## src/rtl/serial_add_ctrl_pkg.sv

```systemverilog
// Shared types and defaults for the bit-serial adder sequencer.
package serial_add_ctrl_pkg;

   localparam int unsigned DEFAULT_WIDTH = 8;

   typedef enum logic [1:0] {
      ST_IDLE = 2'd0,
      ST_RUN  = 2'd1,
      ST_DONE = 2'd2
   } state_t;

endpackage

```

## src/rtl/serial_add_ctrl_fulladd.sv

```systemverilog
// Single-bit full adder cell, time-shared by the serial add sequencer.
module fulladd
   import serial_add_ctrl_pkg::*;
(
   input  logic X,
   input  logic Y,
   input  logic Cin,
   output logic Sum,
   output logic Cout
);

   assign Sum  = X ^ Y ^ Cin;
   assign Cout = (X & Y) | (X & Cin) | (Y & Cin);

endmodule

```

## src/rtl/serial_add_ctrl.sv

```systemverilog
// Bit-serial adder controller: streams two WIDTH-bit operands LSB-first
// through one fulladd cell, keeping the carry in a flop between bits.
module serial_add_ctrl
   import serial_add_ctrl_pkg::*;
#(
   parameter int unsigned WIDTH = DEFAULT_WIDTH
) (
   input  logic             clk,
   input  logic             rst_n,
   input  logic             start,
   input  logic [WIDTH-1:0] a,
   input  logic [WIDTH-1:0] b,
   input  logic             cin,
   output logic             busy,
   output logic             done,
   output logic [WIDTH-1:0] sum,
   output logic             cout
);

   localparam int unsigned      CNT_W = (WIDTH > 1) ? $clog2(WIDTH) : 1;
   localparam logic [CNT_W-1:0] LAST  = CNT_W'(WIDTH - 1);

   state_t           r_state;
   logic [CNT_W-1:0] r_cnt;
   logic             r_carry;
   logic [WIDTH-1:0] r_a_sr;
   logic [WIDTH-1:0] r_b_sr;
   logic             w_sum;
   logic             w_cout;

   fulladd u_fa (r_a_sr[0], r_b_sr[0], r_carry, w_sum, w_cout);

   // Sequencer: accept in IDLE, one bit per edge in RUN, one-cycle DONE pulse.
   always_ff @(posedge clk) begin
      if (!rst_n) begin
         r_state <= ST_IDLE;
         r_cnt   <= '0;
         r_carry <= 1'b0;
         r_a_sr  <= '0;
         r_b_sr  <= '0;
         sum     <= '0;
         cout    <= 1'b0;
         busy    <= 1'b0;
         done    <= 1'b0;
      end else begin
         case (r_state)
            ST_IDLE: begin
               if (start) begin
                  r_a_sr  <= a;
                  r_b_sr  <= b;
                  r_carry <= cin;
                  r_cnt   <= '0;
                  sum     <= '0;
                  cout    <= 1'b0;
                  busy    <= 1'b1;
                  r_state <= ST_RUN;
               end
            end
            ST_RUN: begin
               // Result bits enter at the MSB so bit 0 lands in place after WIDTH shifts.
               sum     <= {w_sum, sum[WIDTH-1:1]};
               r_carry <= w_cout;
               r_a_sr  <= r_a_sr >> 1;
               r_b_sr  <= r_b_sr >> 1;
               if (r_cnt == LAST) begin
                  cout    <= w_cout;
                  busy    <= 1'b0;
                  done    <= 1'b1;
                  r_state <= ST_DONE;
               end else begin
                  r_cnt <= r_cnt + CNT_W'(1);
               end
            end
            ST_DONE: begin
               done    <= 1'b0;
               r_state <= ST_IDLE;
            end
            default: begin
               r_state <= ST_IDLE;
            end
         endcase
      end
   end

endmodule
```

## config.mk

```make
export PLATFORM = sky130hd
export DESIGN_NAME = serial_add_ctrl
export DESIGN_NICKNAME = d
export VERILOG_FILES = /design/src/rtl/serial_add_ctrl_pkg.sv /design/src/rtl/serial_add_ctrl_fulladd.sv /design/src/rtl/serial_add_ctrl.sv
export SDC_FILE = /design/constraint.sdc
export NUM_CORES = 1
export LEC_CHECK = 0
export BUFFER_PORTS_ARGS = -buffer_cell sky130_fd_sc_hd__buf_2
export CAP_MARGIN = 10
export CORE_UTILIZATION = 35
export DETAILED_ROUTE_END_ITERATION = 10
export PLACE_DENSITY = 0.59
export SYNTH_ARGS = -nofsm -noshare
export SYNTH_HDL_FRONTEND = slang
export SYNTH_SLANG_ARGS = --single-unit
```

## constraint.sdc

```tcl
create_clock -name clk -period 2.5 [get_ports clk]
set_clock_uncertainty 0.2 [all_clocks]
set_input_delay 0.25 -clock clk [delete_from_list [all_inputs] [get_ports clk]]
set_output_delay 0.25 -clock clk [all_outputs]
set_load 0.03 [all_outputs]
```

==> results of run 1 <==
## placed cells by master (no fill, tap or decap)
| master | Yosys | final |
|---|---|---|
| inv_1 | 7 | 7 |
| nor4b_1 | 1 | 1 |
| nand2b_1 | 2 | 2 |
| buf_2 | 1 | 30 |
| a32oi_1 | 3 | 3 |
| ha_1 | 2 | 2 |
| nand3_1 | 2 | 2 |
| mux2i_1 | 15 | 15 |
| nor2b_1 | 4 | 4 |
| clkinv_2 | 0 | 1 |
| o21ai_0 | 4 | 4 |
| dfxtp_1 | 33 | 33 |
| nor2_1 | 25 | 25 |
| nand2_1 | 4 | 4 |
| a21oi_1 | 9 | 9 |
| a31oi_1 | 1 | 1 |
| buf_4 | 2 | 3 |
| a22oi_1 | 8 | 8 |
| and3_1 | 1 | 1 |
| nor3_1 | 1 | 1 |
| and2_1 | 1 | 1 |
| o21ba_4 | 1 | 1 |
| fa_1 | 1 | 1 |
| a211oi_1 | 15 | 15 |
| o21bai_1 | 1 | 1 |
| clkbuf_8 | 0 | 7 |
## power groups by stage
| stage | sequential [mW] | combinational [mW] | clock (mW) |
|---|---|---|---|
| 2_1_floorplan | 0.588 | 0.117 | 0 |
| 3_3_place_gp | 0.588 | 0.142 | 0 |
| 3_5_place_dp | 0.590 | 0.147 | 0 |
| 4_1_cts | 0.579 | 0.148 | 0.453 |
| 5_1_grt | 0.583 | 0.164 | 0.477 |
| 6_report | 0.579 | 0.146 | 0.442 |
## routing by layer
metal / global-route usage / share of wire
met1: 0.184 / 0.46
met5: 0 / 0
met2: 0.250 / 0.46
met3: 0.0411 / 0.056
met4: 0.0957 / 0.024
## layout make-up
cell class                      instances  share of cell area
Sequential cell                        33               0.390
Clock inverter                          1             0.00295
Multi-Input combinational cell        101               0.396
Timing Repair Buffer                   33               0.102
Clock buffer                            7              0.0568
Tap cell                               50              0.0369
Inverter                                7              0.0155
## worst paths after layout
path	endpoint	from	slack [ns]	cells past startpoint
hold reg to reg	r_cnt[1]	r_cnt[1]	0.28	2
hold / removal	r_state[1]	rst_n	0.01	2
setup / recovery	r_a_sr[3]	r_state[0]	0.69	4
setup reg to reg	r_a_sr[3]	r_state[0]	0.69	4
## flip-flops by register name, summed over array words and instances (netlist names)
register  count
busy          1
cout          1
done          1
r_a_sr        8
r_b_sr        8
r_carry       1
r_cnt         3
r_state       2
sum           8
## cell families after synthesis
family                     synth area share
and+or+nand+nor                       0.125
adders and majority gates            0.0309
DFF                                   0.453
buffers and inverters                0.0858
muxes                                 0.103
AOI/OAI and AO/OA                     0.202
## critical path, delay by kind of cell, from the launching register on
| family | cells | cell delay (ns) |
|---|---|---|
| AOI/OAI and AO/OA | 2 | 0.64 |
| DFF | 1 | 0.54 |
| buffers and inverters | 1 | 0.25 |
| and+or+nand+nor | 1 | 0.08 |
## metrics by stage
stage	hold WS (ns)	setup WS [ns]
6_report	0.0112	0.687
5_1_grt	0.0256	0.509
4_1_cts	0.00507	0.673
3_5_place_dp	0.271	0.698
3_3_place_gp	0.263	0.840
2_1_floorplan	0.203	1.04
==> results.md, run 1 <==
* Setup-failing EPs final at 0
* Worst stage delay on the critical path at 0.54 ns
* Worst Max-Slew Pin Slew at 0.801 ns
* Vert. Die Dim at roughly 67 um
* First-pass GRT wire length at 5000 um
* I/O pins at 31
* Worst Hold Class: input port to flip-flop
* Top-count cell post-synth: dfxtp_1
* Post-synth EDFFs at 0
* Nets at 204
* Final non-filler cell total at 232
* RSZ-0062 raised after global routing: false
* Most instantiated cells after synthesis: dfxtp_1 (33), nor2_1 (25), a211oi_1 (15), mux2i_1 (15), a21oi_1 (9)
* Post-Syn Area at between 1000 and 1500 um2
* Post_cts resized at 0
* Crit end category: flip-flop
* Total power at 1.17 mW
* Combinational power share at 0.125
* Fmax at between 0.5 and 0.6 GHz
* Register area at 661 um2
* Synth Flop Type: dfxtp_1
* Final slew viol count at 0
* Core area at around 4000 um2
* Core Util, Final at 0.424
* Synth Net Count at 176
* Slew headroom at 0.465
* Drt total wl at 3020 um
* Share of the synthesized area in the top cell type at 0.453
* Placed cell count at 224
* Clock group share of total power at 0.379
* Clock Tree Buf Depth at 2
* Maximum vdd drop at 0.351 mV
* Sequential share of power at 0.496
* Post-CTS Hold Buffers at 0
* Max-cap violations at 0
* Cell taking the most area after synthesis: dfxtp_1
* GRT Resource Usage Total at 0.156
* Rows at 23
* Post-DP HPWL at 2160 um
* DRT iter0 DRCs at slightly above 60
* Number of global-route vias before repair at 1121
* Cells along the critical path: buf_4, o21ba_4, nor2_1, a211oi_1
* Clock sink total at 33
* TritonCTS Buffers at 5
* Filler cell count at around 400
* Number of diodes at 0
* FFs w/ async S/R, synth at 0
* Setup_tns at 0 ns
* Die area at 4430 um2
* Clk Latency, worst-skew pair at just under 0.3 ns
* GRT overflow at 0
* Vias at 1163
* Clk root buf: clkbuf_8
* Ys Warns at 0
* Setup repair bufs after CTS at 0
* DRC violations left at 0
* Internal power at a little under 0.9 mW
* PD cells at 688 nW/um2
* Clock transition at path regs at 0.07 ns
* Area contributors post-synth: dfxtp_1 (45%), mux2i_1 (10%), a211oi_1 (7.7%), nor2_1 (6.4%), buf_6 (4.6%)
* ANT nets after route at 0
* Post-synthesis register bit count at 33
* Worst EP arrival at 1.80 ns
* Fin area at between 1500 and 2000 um2
* Port Buf Inserts at 30
* Placed Area at approximately 1600 um2
* Final hold vios at 0
* Worst path required time at 2.49 ns
* Layout cells sized above 1 at 0.231
* Crit path max-delay cell type: dfxtp_1
* TritonRoute pass-1 iters at 4
* Largest net degree at the start of global routing at 31
* Minimum clock period at around 1.8 ns
* CP max FO at 30
* Switch share at 0.255
* Sequential fraction of the synthesis area at 0.453
* Switching power at 0.298 mW
* Critical Path Source Type: flip-flop
* Initial antenna violation count at 0
* Area grow syn2layout at 16.3%
* Initial Utilization at 0.364
* DIE WIDTH at 66.5 um
* Routed wire per std cell at 13.0 um
* Via/cell ratio at 5.01
* Leakage at 0.733 nW
* Status: completed
* Mapped Cells at 153
* Routability Congestion at 0.768
* CTS tree: yes
* Unique masters post-synth at 26
* Synthesized area per cell at 9.53 um2
* Final Cycle Share at 0.725
* Critical path class: flip-flop to flip-flop
* H-tree depth at 2
* Multi-input logic area at about 670 um2
Note: power is estimated with default switching activity, not from simulation.
==> run 2: changes to the inputs <==
Clock period 2.5 ns to 1.7 ns, I/O delays scaled along.
==> run 2 against run 1 <==
Compared with the run above:
- the flow now finishes with violations (DRC)
- critical path depth stayed put
- core utilization is 0.94 points higher
- setup slack worse by 0.55 ns
==> results.md, run 2 (synthesized netlist as in run 1, its figures left out) <==
* Via/cell ratio at slightly above 5
* Minimum clock period at 1.56 ns
* GRT overflow at 0
* Final non-filler cell total at 235
* Clk root buf: clkbuf_8
* Rows at 23
* Setup slack at placement at 0.0748 ns
* Post-DP HPWL at just over 2000 um
* Leakage at 0.741 nW
* PD cells at 943 nW/um2
* DIE WIDTH at between 60 and 70 um
* Worst EP arrival at between 1.5 and 2 ns
* Area grow syn2layout at 18.9%
* TritonRoute pass-1 iters at 7
* Switch share at 0.262
* Worst path required time at between 1.5 and 2 ns
* Initial antenna violation count at 0
* Clock Tree Buf Depth at 2
* ANT nets after route at 0
* Max-cap violations at 0
* Number of diodes at 0
* Placed Area at ~1600 um2
* Final Cycle Share at 0.917
* Setup_tns at 0 ns
* Setup repair bufs after CTS at 0
* Combinational power share at 0.142
* Largest net degree at the start of global routing at 31
* Number of global-route vias before repair at 1158
* Multi-input logic area at 686 um2
* Nets at 207
* Most frequent cells in the layout: dfxtp_1 (33), buf_2 (30), nor2_1 (25)
* Setup-failing EPs final at 0
* Vert. Die Dim at 66.5 um
* Clock group share of total power at 0.340
* Clock sink total at 33
* Fin area at 1730 um2
* Clk Latency, worst-skew pair at 0.28 ns
* Worst Max-Slew Pin Slew at 0.477 ns
* Sequential share of power at 0.518
* H-tree depth at 2
* Core area at 4000 um2
* Failing checks: DRC
* Layout cells sized above 1 at 0.243
* Switching power at roughly 0.43 mW
* Reg-to-reg setup timing slack at 0.14 ns
* Internal power at 1.21 mW
* WHS at 0.0227 ns
* Biggest regs: r_a_sr: 8 flops, r_b_sr: 8 flops, sum: 8 flops
* DRC violations left at 2
* Worst Hold Class: input port to flip-flop
* Placed cell count at 224
* Die area at 4430 um2
* DRT iter0 DRCs at 34
* Final slew viol count at 0
* Fmax at 0.641 GHz
* Critical path class: flip-flop to flip-flop
* Critical Path Source Type: flip-flop
* CP max FO at 30
* CP endpoint: r_b_sr[4]
* Status: finished, violations left
* Vias at between 1000 and 1500
* Port Buf Inserts at 30
* Slew headroom at 0.682
* CTS tree: yes
* Clock transition at path regs at 0.07 ns
* Crit end category: flip-flop
* Routed wire per std cell at 12.6 um
* Reg2Reg Launch Point: r_state[0]
* Hold Path Depth at 3
* Routability Congestion at 0.734
* Register area at 661 um2
* First-pass GRT wire length at 4960 um
* Filler cell count at 403
* Initial Utilization at 0.364
* GRT Resource Usage Total at 0.152
* Core Util, Final at 0.433
* Maximum vdd drop at 0.555 mV
* TritonCTS Buffers at 5
* Worst R2R Path Depth at 4
* Commonest non-fill, non-tap cell in the layout: dfxtp_1
* RSZ-0062 raised after global routing: false
* Drt total wl at 2960 um
* Crit path from: r_state[0]
* Worst setup margin at about 0.14 ns
* Final hold vios at 0
* I/O pins at 31
* Total power at between 1.5 and 2 mW
* Worst reg2reg endpoint: r_b_sr[4]
[run 2: worst min-delay path by stage]
stage,start,end,slack [ns]
after floorplan,rst_n,r_state[1],0.12
after global placement,rst_n,r_state[1],0.24
after detailed placement,rst_n,r_state[1],0.25
after CTS,a[3],r_a_sr[3],0.02
after global routing,b[5],r_b_sr[5],0.05
final,b[5],r_b_sr[5],0.02
[run 2: final cells by class]
cell class | count | share of cell area
Timing Repair Buffer | 36 | 0.124
Inverter | 7 | 0.0152
Clock inverter | 2 | 0.00578
Sequential cell | 33 | 0.381
Multi-Input combinational cell | 101 | 0.396
Clock buffer | 6 | 0.0419
Tap cell | 50 | 0.0361
[run 2: layer usage]
metal,global-route usage,share of wire,up-vias
met5,0,0,-
met4,0.0718,0.016,0
met3,0.0462,0.047,6
met2,0.246,0.46,25
met1,0.181,0.48,556
li1,-,-,599
[run 2: power by group through the flow]
stage                     Sequential, mW  Clock (mW)  Combinational, mW
after floorplan                    0.865           0              0.172
after global placement             0.861           0              0.219
after detailed placement           0.863           0              0.224
after CTS                          0.846       0.575              0.231
after global routing               0.852       0.603              0.264
final                              0.846       0.556              0.232
[run 2: what timing repair did]
item,CTS,global route
resized for setup,0,4
setup endpoints to repair,0,12
hold buffers,3,0
endpoints found under the hold margin,3,0
[run 2: worst max-delay path, stage by stage (launching register included)]
cell and delay [ns]:
dfxtp_1 0.39, buf_12 0.21, o21ba_4 0.36, nor2_1 0.08, a211oi_1 0.23
==> run 3: changes to the inputs <==
Settings changed: PLACE_DENSITY 0.59 to not set, PLACE_DENSITY_LB_ADDON set to 0.1.
==> run 3 against run 2 <==
Compared with the run above:
- the flow now finishes without violations
- maximum frequency about the same
- die area did not move
- flip-flop and latch count did not move
- highest routed layer unchanged
- sequential power hardly changed
- non-clock buffer count rose by 2
- critical path depth rose by 1
- largest power group unchanged
- sequential share of layout area is 0.30 points lower
- first-iteration DRC count up 29%
- total power grew 1.4%
==> results.md, run 3 (synthesized netlist as in run 1, its figures left out) <==
* TritonCTS Buffers at 5
* Clock Tree Buf Depth at 2
* Reg-to-reg setup timing slack at roughly 0.14 ns
* DIE WIDTH at 66.5 um
* Initial antenna violation count at 0
* Clk Latency, worst-skew pair at 0.28 ns
* Status: completed
* Rows at 23
* Clock sink total at 33
* H-tree depth at 2
* I/O pins at 31
* Worst EP arrival at 1.57 ns
* GRT overflow at 0
* Vert. Die Dim at 66.5 um
* Number of diodes at 0
* Drt total wl at about 3100 um
* DRC violations left at 0
* Worst Hold Class: input port to flip-flop
* Setup_tns at 0 ns
* Largest net degree at the start of global routing at 31
* GRT Resource Usage Total at 0.156
* Worst path required time at 1.71 ns
* RSZ-0062 raised after global routing: false
* Area grow syn2layout at 19.8%
* Vias at 1184
* Commonest non-fill, non-tap cell in the layout: dfxtp_1
* CTS tree: yes
* Clock transition at path regs at around 0.06 ns
* Critical path class: flip-flop to flip-flop
* Setup repair bufs after CTS at 0
* Critical Path Source Type: flip-flop
* Minimum clock period at 1.56 ns
* Final Cycle Share at 0.917
* PD cells at 949 nW/um2
* Routability Congestion at 0.664
* Fin area at about 1700 um2
* DRT iter0 DRCs at 44
* Worst Max-Slew Pin Slew at 0.501 ns
* Filler cell count at 413
* CP max FO at 7
* Placed Area at 1620 um2
* Post-DP HPWL at 2170 um
* Clk root buf: clkbuf_8
* Most frequent cells in the layout: dfxtp_1 (33), buf_2 (30), nor2_1 (25)
* Max-cap violations at 0
* Layout cells sized above 1 at 0.242
* Setup-failing EPs final at 0
* TritonRoute pass-1 iters at 4
* Biggest regs: r_a_sr: 8 flops, r_b_sr: 8 flops, sum: 8 flops
* Leakage at 0.752 nW
* Maximum vdd drop at 0.401 mV
* ANT nets after route at 0
* Core area at 4000 um2
* Routed wire per std cell at 13.0 um
* Final hold vios at 0
* Slew headroom at 0.666
* Multi-input logic area at 681 um2
* Initial Utilization at 0.364
* Nets at 209
* Die area at ~4400 um2
* Port Buf Inserts at 30
* Fmax at 0.642 GHz
* Number of global-route vias before repair at 1090
* First-pass GRT wire length at 5080 um
* Final slew viol count at 0
* Crit end category: flip-flop
* Via/cell ratio at 5.02
* Register area at 661 um2
-- run 3: cell count changes in the layout (fill, tap and decap cells not counted) --
| cell | before | now |
|---|---|---|
| buf_4 | 2 | 4 |
| a211oi_1 | 14 | 15 |
| clkinv_2 | 2 | 0 |
| a211oi_2 | 1 | 0 |
| clkbuf_8 | 5 | 6 |
-- run 3: stage by stage --
stage                     utilization  worst slack (ns)  std cells  total power, mW  hold slack, ns
after floorplan                     -             0.241        153             1.04           0.123
after global placement          0.405             0.141        226             1.09           0.222
after detailed placement        0.405            0.0384        226             1.09           0.224
after CTS                       0.434            0.0329        236             1.69          0.0251
after global routing            0.437           0.00906        236             1.75          0.0315
final                           0.437             0.141        236             1.66          0.0321
-- run 3: worst max-delay path, cell delays in order (launching register included) --
cell and delay, ns:
dfxtp_1 0.38, ha_1 0.18, ha_2 0.24, nor2b_1 0.23, a32oi_1 0.13, a21oi_1 0.14
-- run 3: cell type report --
cell class | count | share of cell area
multi-input cells | 101 | 0.390
flip-flops and latches | 33 | 0.378
clock buffers | 7 | 0.0494
inverters | 7 | 0.0150
well taps | 50 | 0.0358
repair buffers | 38 | 0.132
-- run 3: path summary, 6_finish.rpt --
| path | from | endpoint | cells past startpoint |
|---|---|---|---|
| setup / recovery | r_cnt[0] | cout | 5 |
| hold reg to reg | cout | cout | 2 |
| hold / removal | a[1] | r_a_sr[1] | 3 |
| setup reg to reg | r_cnt[0] | cout | 5 |
-- run 3: where the power goes --
part / total (mW) / switching, mW / leakage, nW / internal (mW)
registers: 0.846 / 0.0260 / 0.271 / 0.820
clock network: 0.576 / 0.255 / 0.0443 / 0.321
logic: 0.236 / 0.131 / 0.436 / 0.105
-- run 3: repair_timing --
action / 4_1_cts / 5_1_grt
gates resized for setup: 0 / 3
hold buffers: 3 / 0
setup endpoints to repair: 0 / 14
hold endpoints to repair: 3 / 0
-- run 3: routing by layer --
metal	wire length, um	track usage
met3	108	0.0462
met1	1440	0.198
met4	57	0.0718
met2	1460	0.242
met5	0	0
